File: src/rtl/drive_pkg.sv
// Shared types for the H-bridge gate driver.
//
// Contents:
//   drive_state_t : 3-bit encoding of the bridge controller FSM states
//   leg_req_t     : what the controller asks one half-bridge leg to do
//                   (both switches off, high-side on, low-side on)
package drive_pkg;

    typedef enum logic [2:0] {
        IDLE   = 3'd0,
        FWD    = 3'd1,
        REV    = 3'd2,
        SWITCH = 3'd3,
        BRAKE  = 3'd4,
        FAULT  = 3'd5
    } drive_state_t;

    typedef enum logic [1:0] {
        LEG_OFF = 2'd0,
        LEG_H   = 2'd1,
        LEG_L   = 2'd2
    } leg_req_t;

endpackage

File: src/rtl/hb_leg.sv
// One half-bridge leg with dead-time insertion.
//
// A switch turns off in the same edge its request goes away, but it only
// turns on once the complementary switch has been off for DEAD_TIME_CYC
// cycles. Each off-counter saturates at DEAD_TIME_CYC and is preset there
// on reset so the first turn-on after reset is not delayed.
//
// Ports:
//   clk_i   : clock, rising edge
//   reset_i : synchronous active-high reset
//   req     : requested leg state (LEG_OFF / LEG_H / LEG_L)
//   gate_h  : registered high-side gate drive
//   gate_l  : registered low-side gate drive
module hb_leg
    import drive_pkg::*;
#(
    parameter int DEAD_TIME_CYC = 10
) (
    input  logic     clk_i,
    input  logic     reset_i,
    input  leg_req_t req,
    output logic     gate_h,
    output logic     gate_l
);

    localparam int CW = $clog2(DEAD_TIME_CYC + 1);
    localparam logic [CW-1:0] DT = CW'(DEAD_TIME_CYC);

    // Number of consecutive cycles each gate has been low, present cycle included.
    logic [CW-1:0] h_off_cnt;
    logic [CW-1:0] l_off_cnt;
    logic          h_next;
    logic          l_next;

    // A counter at DT implies its gate is currently low, so the two enables
    // can never both be true and a short request never produces a pulse.
    always_comb begin
        h_next = (req == LEG_H) && (l_off_cnt == DT);
        l_next = (req == LEG_L) && (h_off_cnt == DT);
    end

    always_ff @(posedge clk_i) begin
        if (reset_i) begin
            gate_h    <= 1'b0;
            gate_l    <= 1'b0;
            h_off_cnt <= DT;
            l_off_cnt <= DT;
        end else begin
            gate_h    <= h_next;
            gate_l    <= l_next;
            h_off_cnt <= h_next ? '0 : ((h_off_cnt == DT) ? DT : h_off_cnt + CW'(1));
            l_off_cnt <= l_next ? '0 : ((l_off_cnt == DT) ? DT : l_off_cnt + CW'(1));
        end
    end

endmodule

File: src/rtl/hbridge_driver.sv
// H-bridge gate driver: direction/PWM sequencing, reversal coast, fault latch
// and per-leg dead time.
//
// Optional feature: define HBRIDGE_BRAKE_EN to compile in the BRAKE state
// (both low-sides on when enable drops). Without it, enable=0 coasts via IDLE.
//
// Ports:
//   clk_i, reset_i          : clock and synchronous active-high reset
//   enable_i                : drive enable
//   pwm_i                   : PWM from the position controller
//   direction_i             : 1 = forward (leg A switching, leg B low), 0 = reverse
//   fault_i                 : overcurrent comparator, active high
//   gate_ah_o .. gate_bl_o  : registered gate drives of legs A and B
//   fault_o                 : latched-fault flag
//   state_o                 : current FSM state
module hbridge_driver
    import drive_pkg::*;
#(
    parameter int DEAD_TIME_CYC = 10,
    parameter int REVERSE_CYC   = 256
) (
    input  logic       clk_i,
    input  logic       reset_i,
    input  logic       enable_i,
    input  logic       pwm_i,
    input  logic       direction_i,
    input  logic       fault_i,
    output logic       gate_ah_o,
    output logic       gate_al_o,
    output logic       gate_bh_o,
    output logic       gate_bl_o,
    output logic       fault_o,
    output logic [2:0] state_o
);

    localparam int RW = $clog2(REVERSE_CYC + 1);
    localparam logic [RW-1:0] RC = RW'(REVERSE_CYC);

`ifdef HBRIDGE_BRAKE_EN
    localparam drive_state_t DISABLE_STATE = BRAKE;
`else
    localparam drive_state_t DISABLE_STATE = IDLE;
`endif

    logic         en_q, pwm_q, dir_q, flt_q;
    logic         dir_d;
    drive_state_t state_q, state_next;
    logic [RW-1:0] rev_cnt;
    leg_req_t     req_a, req_b;

    // Input registers; dir_d is one cycle older so a direction change can be
    // seen while coasting in SWITCH.
    always_ff @(posedge clk_i) begin
        if (reset_i) begin
            en_q  <= 1'b0;
            pwm_q <= 1'b0;
            dir_q <= 1'b0;
            flt_q <= 1'b0;
            dir_d <= 1'b0;
        end else begin
            en_q  <= enable_i;
            pwm_q <= pwm_i;
            dir_q <= direction_i;
            flt_q <= fault_i;
            dir_d <= dir_q;
        end
    end

    // Next-state logic. Disable beats a direction change; fault beats everything.
    always_comb begin
        state_next = state_q;
        case (state_q)
            IDLE:   if (en_q) state_next = dir_q ? FWD : REV;
            FWD:    if (!en_q) state_next = DISABLE_STATE;
                    else if (!dir_q) state_next = SWITCH;
            REV:    if (!en_q) state_next = DISABLE_STATE;
                    else if (dir_q) state_next = SWITCH;
            SWITCH: if (!en_q) state_next = DISABLE_STATE;
                    else if ((dir_q == dir_d) && (rev_cnt == RC)) state_next = dir_q ? FWD : REV;
`ifdef HBRIDGE_BRAKE_EN
            BRAKE:  if (en_q) state_next = IDLE;
`endif
            FAULT:  if (!flt_q && !en_q) state_next = IDLE;
            default: state_next = IDLE;
        endcase
        if (flt_q) state_next = FAULT;
    end

    // Leg requests follow the state being entered, so the gate registers
    // update on the same edge as the state register.
    always_comb begin
        req_a = LEG_OFF;
        req_b = LEG_OFF;
        case (state_next)
            FWD: begin
                req_a = pwm_q ? LEG_H : LEG_L;
                req_b = LEG_L;
            end
            REV: begin
                req_a = LEG_L;
                req_b = pwm_q ? LEG_H : LEG_L;
            end
`ifdef HBRIDGE_BRAKE_EN
            BRAKE: begin
                req_a = LEG_L;
                req_b = LEG_L;
            end
`endif
            default: begin
                req_a = LEG_OFF;
                req_b = LEG_OFF;
            end
        endcase
    end

    // State, fault flag and reversal counter. The counter holds the number of
    // coast cycles elapsed including the current one, and restarts at 1 on
    // entry or on a further direction change.
    always_ff @(posedge clk_i) begin
        if (reset_i) begin
            state_q <= IDLE;
            fault_o <= 1'b0;
            rev_cnt <= '0;
        end else begin
            state_q <= state_next;
            fault_o <= (state_next == FAULT);
            if (state_next == SWITCH) begin
                if ((state_q != SWITCH) || (dir_q != dir_d))
                    rev_cnt <= RW'(1);
                else if (rev_cnt != RC)
                    rev_cnt <= rev_cnt + RW'(1);
            end
        end
    end

    assign state_o = state_q;

    hb_leg #(.DEAD_TIME_CYC(DEAD_TIME_CYC)) u_leg_a (
        .clk_i   (clk_i),
        .reset_i (reset_i),
        .req     (req_a),
        .gate_h  (gate_ah_o),
        .gate_l  (gate_al_o)
    );

    hb_leg #(.DEAD_TIME_CYC(DEAD_TIME_CYC)) u_leg_b (
        .clk_i   (clk_i),
        .reset_i (reset_i),
        .req     (req_b),
        .gate_h  (gate_bh_o),
        .gate_l  (gate_bl_o)
    );

endmodule

File: config.mk
export PLATFORM = sky130hd
export DESIGN_NAME = hbridge_driver
export DESIGN_NICKNAME = d
export VERILOG_FILES = /design/src/rtl/drive_pkg.sv /design/src/rtl/hb_leg.sv /design/src/rtl/hbridge_driver.sv
export SDC_FILE = /design/constraint.sdc
export NUM_CORES = 1
export LEC_CHECK = 0
export BUFFER_PORTS_ARGS = -buffer_cell sky130_fd_sc_hd__buf_2
export CAP_MARGIN = 20
export CORE_MARGIN = 3
export CORE_UTILIZATION = 30
export CTS_BUF_LIST = sky130_fd_sc_hd__clkbuf_8
export CTS_CLUSTER_SIZE = 25
export DETAILED_ROUTE_END_ITERATION = 8
export PLACE_DENSITY = 0.49
export SKIP_LAST_GASP = 1
export SLEW_MARGIN = 5
export SYNTH_ARGS = -nofsm -noshare
export SYNTH_HDL_FRONTEND = slang
export SYNTH_SLANG_ARGS = --single-unit
File: constraint.sdc
create_clock -name clk_i -period 5.2 [get_ports clk_i]
set_input_delay 0 -clock clk_i [delete_from_list [all_inputs] [get_ports clk_i]]
set_output_delay 0 -clock clk_i [all_outputs]
set_load 0.01 [all_outputs]
; Yosys cells after proc, flatten, opt, wreduce, memory -nomap -nowiden
; Index checks and enable logic that the tools add are counted.
; W data, S select, Z words.
[totals]
ff_bits = 38
output_inout_bits = 8
elab_cells = 86
[op_classes]
n_addsub = 5
n_eq_ne = 21
mux = 24
reduce_logical = 16
[ops]
columns = operator, n
row1 = $mux W4, 8
row2 = $mux W3, 9
row3 = $mux W9, 2
row4 = $add A4 B1 Y4 const B, 4
row5 = $eq A4 B4 Y1 const B, 4
row6 = $pmux W3 S5, 1
row7 = $eq A3 B2 Y1 const B, 4
row8 = $reduce_or A3 Y1, 4
row9 = $add A9 B1 Y9 const B, 1
row10 = $eq A9 B9 Y1 const B, 1
row11 = $ne A9 B9 Y1 const B, 1
row12 = $pmux W2 S2, 2
row13 = $eq A3 B1 Y1 const B, 2
row14 = $eq A3 B3 Y1 const B, 2
row15 = $logic_and A1 B1 Y1, 6
row16 = $eq A2 B1 Y1 const B, 2
row17 = $eq A2 B2 Y1 const B, 2
row18 = $mux W2, 2
row19 = $logic_not A3 Y1, 1
row20 = $ne A3 B2 Y1 const B, 1
row21 = $logic_not A1 Y1, 2
row22 = $reduce_and A2 Y1, 1
row23 = $reduce_bool A2 Y1, 1
row24 = $eq A1 B1 Y1, 1
row25 = 2 further kinds, 2

; Depth between registers and ports, before layout
[logic_depth]
ltp_word = 11
depth_mapped = 7

; Cells and area by module
; From an unflattened synthesis, not the netlist that was laid out.
[hier_totals]
hier_cells = 187
hier_area_um2 = 1868.0
[by_module_without_submodules]
columns = module, n_inst, cells_each, area_each_um2
row1 = hbridge_driver, 1, 105, 964.7
row2 = hb_leg, 2, 41, 451.7

; Worst setup path before layout
; No wires, ideal clock.
[synth_timing]
path_kind = register -> register
startpoint = register rev_cnt[3]
endpoint = register u_leg_b.l_off_cnt[0]
arrival_ns = 1.764
required_ns = 5.112
slack_ns = 3.348
stages_incl_launch_ff = 6
path_buffers = 0
synth_period_minus_slack_ns = 1.852
path_cell_list = dfxtp_1 > or4_4 > o31a_1 > o221ai_2 > a21boi_4 > nor4_2
[synth_between]
elab_chain_len = 11
word_cells_on_any_way = 12
classes_between = eq/ne (4) / mux (5) / reduce/logical (3)
[synth_rtl]
columns = item, line
row1 = start: declaration, hbridge_driver.sv:48  ; logic [RW-1:0] rev_cnt;
row2 = start signal: assignment, hbridge_driver.sv:131  ; rev_cnt <= rev_cnt + RW'(1);
row3 = $eq A9 B9 Y1 *, hbridge_driver.sv:79  ; else if ((dir_q == dir_d) && (rev_cnt == RC)) state_next = dir_q ? FWD : REV;
row4 = $logic_and A1 B1 Y1 *, hbridge_driver.sv:79
row5 = $mux W3 *, hbridge_driver.sv:79
row6 = $mux W3 *, hbridge_driver.sv:78  ; SWITCH: if (!en_q) state_next = DISABLE_STATE;
row7 = $pmux W3 S5 *, hbridge_driver.sv:72  ; case (state_q)
row8 = $mux W3 *, hbridge_driver.sv:86  ; if (flt_q) state_next = FAULT;
row9 = $eq A3 B2 Y1 or $eq A3 B1 Y1 (tied branches), hbridge_driver.sv:94  ; case (state_next)
row10 = $pmux W2 S2 *, hbridge_driver.sv:94
row11 = $eq A2 B2 Y1 *, hb_leg.sv:39  ; l_next = (req == LEG_L) && (h_off_cnt == DT);
row12 = $logic_and A1 B1 Y1 *, hb_leg.sv:39
row13 = $reduce_or A3 Y1 (no line) *, --
row14 = end signal: assignment, hb_leg.sv:52  ; l_off_cnt <= l_next ? '0 : ((l_off_cnt == DT) ? DT : l_off_cnt + CW'(1));
row15 = end: declaration, hb_leg.sv:31  ; logic [CW-1:0] l_off_cnt;
; Mark *: on every way between the ends. The rest lies on a longest branch, timed or not.
; A chain may end at the register's enable or synchronous reset.

; Worst setup path after layout
[layout_timing]
startpoint = register rev_cnt[0]
endpoint = register u_leg_a.h_off_cnt[2]
[layout_between]
elab_chain_len = 11
word_cells_on_any_way = 12
classes_between = eq/ne (4) / mux (5) / reduce/logical (3)
[layout_rtl]
columns = item, line
row1 = $eq A9 B9 Y1 *, hbridge_driver.sv:79
row2 = $logic_and A1 B1 Y1 *, hbridge_driver.sv:79
row3 = $mux W3 *, hbridge_driver.sv:79
row4 = $mux W3 *, hbridge_driver.sv:78
row5 = $pmux W3 S5 *, hbridge_driver.sv:72
row6 = $mux W3 *, hbridge_driver.sv:86
row7 = $eq A3 B2 Y1 or $eq A3 B1 Y1 (tied branches), hbridge_driver.sv:94
row8 = $pmux W2 S2 *, hbridge_driver.sv:94
row9 = $eq A2 B1 Y1 *, hb_leg.sv:38  ; h_next = (req == LEG_H) && (l_off_cnt == DT);
row10 = $logic_and A1 B1 Y1 *, hb_leg.sv:38
row11 = $reduce_or A3 Y1 (no line) *, --
row12 = end signal: assignment, hb_leg.sv:51  ; h_off_cnt <= h_next ? '0 : ((h_off_cnt == DT) ? DT : h_off_cnt + CW'(1));
row13 = end: declaration, hb_leg.sv:30  ; logic [CW-1:0] h_off_cnt;
; Marked as above.

==> impl_metrics.yaml <==
clock_network:
  cts_root_buffer: "clkbuf_8"
  cts_buffers: 5
  h-tree-depth: 2
  cts_setup_buffers: 0
  postCtsHoldBufs: 4
  clock_path_buffers: 2
  clock-sinks: 38
  clock_latency_ps: 290
  cts_tree: "done"
  cts_resized: 0
  clk_pin_slew_worst_paths_ps: 80
route:
  vias_per_cell: 4.81
  antenna_left: 0
  first_pass_iters: 4
  drcViolationCount: 0
  routed_wl_mm: 3.44
  wl_per_cell_microns: 12.3
  drtIter0Drc: 46
  via_count: 1343
status:
  outcome: "finished clean"
worst_setup_path:
  slowest_stage: "a2111oi_4"
  crit_chain: "inv_1 > ha_1 > nand4bb_1 > a2111oi_4 > o221ai_2 > nor2_2 > nor4_2"
  r2r_start: "rev_cnt[0]"
  crit_fanout: 6
  cp-start-kind: "flop"
  reg2regPathDepth: 7
  rrSetupSlack_ps: 3130
  crit_buf_inv: 1
  cp.required_ps: 5350
  critPathMaxStageDelay_ps: 500
  end_kind: "flop"
  criticalPathCategory: "flop to flop"
  rr_endpoint: "u_leg_a.h_off_cnt[2]"
  cp.arrival_ps: 2220
  crit_family: "compound AO/OA/AOI/OAI gates"
floorplanning:
  placementRows: 27
  die_area_sq_um: 6980
  initial_core_util_pct: 31.8
  ioPinCount: 14
  die_h_microns: 83.6
  coreArea_sq_um: 5680
  die-width_microns: 83.6
sta:
  fin_hold_ws_ps: 240
  fin_crit_ps: 2070
  final_hold_viol_count: 0
  finalSetupViolCount: 0
  period_share_pct: 39.8
  worstMarginPinSlew_ps: 684
  fmax_ghz: 0.483
  rsz0062_at_grt: "no"
  fin_worst_skew_ps: 6.04
  report.final.slew_viol_count: 0
  fin_tns_setup_ps: 0
  relSlewSlack_pct: 54.4
finish:
  final_common_cell: "dfxtp_1"
  final_cell_mix: "dfxtp_1, buf_2, nand3_1, nand2_1, nor2_1"
  fillerInstances: 582
  diodes: 0
  design_area_sq_um: 2090
  area_growth_pct: 16.0
  drive_above_1_share_pct: 16.4
  fin_nets: 222
global_route:
  track_usage_pct: 10.6
  antenna_found_initial: 0
  grt_max_degree: 39
  grt_pass1_wl_mm: 6.05
  grt_overflow_total: 0
  grt_pass1_vias: 1303
min_path:
  min_to: "state_o[2]"
  min_path_cells: 2
  holdCritStartpoint: "reset_i"
  hold_class: "input pin to flop"
place:
  gp_congestion: 0.730
  portBuffers: 13
  dpl_cell_area_sq_um: 1950
  dp_hpwl_mm: 2.46
logic_synthesis:
  ys.flop_type: "dfxtp_1"
  seq_area_frac_synth_pct: 42.1
  synth_nets: 202
  netlist_instances: 186
  synth_cell_types: 46
  syn-cell-area_sq_um: 1810
  synth_edf_count: 0
  ys_top_cells_by_area: "dfxtp_1, ha_1, o21bai_1"
  yosys.area.top_type: "dfxtp_1"
  avgSynthCellArea_sq_um: 9.71
  synth-async-reset-ratio_pct: 0
  synth_top_area_share_pct: 42.1
  ys_seq_elements: 38
  yosysWarnings: 0
pwr:
  p_leak_nw: 0.760
  power_mw: 0.776
  worst_ir_drop_vdd_uv: 117
  powerDensity_nw_per_um2: 370
run:
  cap_viol_max_count: 0
-- metal layers --
metal  wire [microns]  GRT usage (%)  part of all wire (%)
met5                0              0                     0
met4               56           4.39                   1.6
met3              170           3.85                   4.9
met2             1500           16.2                    44
met1             1700           13.6                    50
-- final cells by class --
cell class | instances | area, sq um | share of cell area, %
clock inverter | 3 | 40.0 | 1.91
tap | 72 | 90.1 | 4.30
sequential | 38 | 761 | 36.3
multi-input combinational | 135 | 996 | 47.6
inverter | 9 | 33.8 | 1.61
timing repair buffer | 17 | 105 | 5.02
clock buffer | 5 | 68.8 | 3.29
-- synth_stat cells (2+ instances only) --
master,number
nor4_1,6
dfxtp_1,38
nor2b_1,9
a2111oi_0,3
and3b_1,2
nor3_1,7
nor2_1,11
nand2_1,11
nand3b_1,2
nand3_1,11
xor2_1,5
clkbuf_1,4
inv_1,9
o21ai_0,3
nand2b_1,4
a21oi_1,7
a211oi_1,2
xnor2_1,5
ha_1,10
mux2i_1,2
nor4_2,2
o21bai_1,8
or3_1,2
-- worst max-delay path by stage --
stage | start | endpoint | slack [ps] | cells past startpoint
3_5_place_dp | rev_cnt[0] | u_leg_a.h_off_cnt[2] | 3120 | 7
2_1_floorplan | rev_cnt[3] | u_leg_b.l_off_cnt[0] | 3350 | 5
4_1_cts | rev_cnt[0] | u_leg_a.h_off_cnt[2] | 3100 | 7
6_report | rev_cnt[0] | u_leg_a.h_off_cnt[2] | 3130 | 7
3_3_place_gp | rev_cnt[0] | u_leg_a.h_off_cnt[2] | 3170 | 7
5_1_grt | rev_cnt[0] | u_leg_a.h_off_cnt[2] | 2920 | 7
-- cell families (layout without fill, tap and decap cells) --
logic type | count (synthesis) | count (layout) | share of synthesized area, %
xor gates and xnor gates | 10 | 10 | 4.85
buffers and inverters | 13 | 34 | 2.70
muxes | 3 | 3 | 1.73
AOI/OAI and AO/OA | 35 | 35 | 17.0
and+or+nand+nor | 77 | 77 | 24.6
DFF | 38 | 38 | 42.1
adders and majority gates | 10 | 10 | 6.93
-- power breakdown --
group	switching, mW	total, mW	leakage, nW	internal (mW)
Combinational	0.0851	0.163	0.392	0.0779
Sequential	0.0358	0.368	0.310	0.332
Clock	0.104	0.245	0.0579	0.141
-- state kept, by name, indices dropped and copies added, names as in the netlist --
name	cells
u_leg_b.l_off_cnt	4
u_leg_b.gate_h	1
rev_cnt	9
pwm_q	1
dir_q	1
u_leg_a.l_off_cnt	4
u_leg_b.h_off_cnt	4
u_leg_b.gate_l	1
u_leg_a.h_off_cnt	4
fault_o	1
state_o	3
flt_q	1
dir_d	1
en_q	1
u_leg_a.gate_l	1
u_leg_a.gate_h	1
-- per-stage QoR --
| step | util, % | setup slack, ps | instances |
|---|---|---|---|
| 2_1_floorplan | - | 3350 | 186 |
| 3_3_place_gp | 34.3 | 3170 | 267 |
| 3_5_place_dp | 34.3 | 3120 | 267 |
| 4_1_cts | 36.9 | 3100 | 279 |
| 5_1_grt | 36.9 | 2920 | 279 |
| 6_report | 36.9 | 3130 | 279 |
No activity file was read; power rests on OpenSTA's default activity.
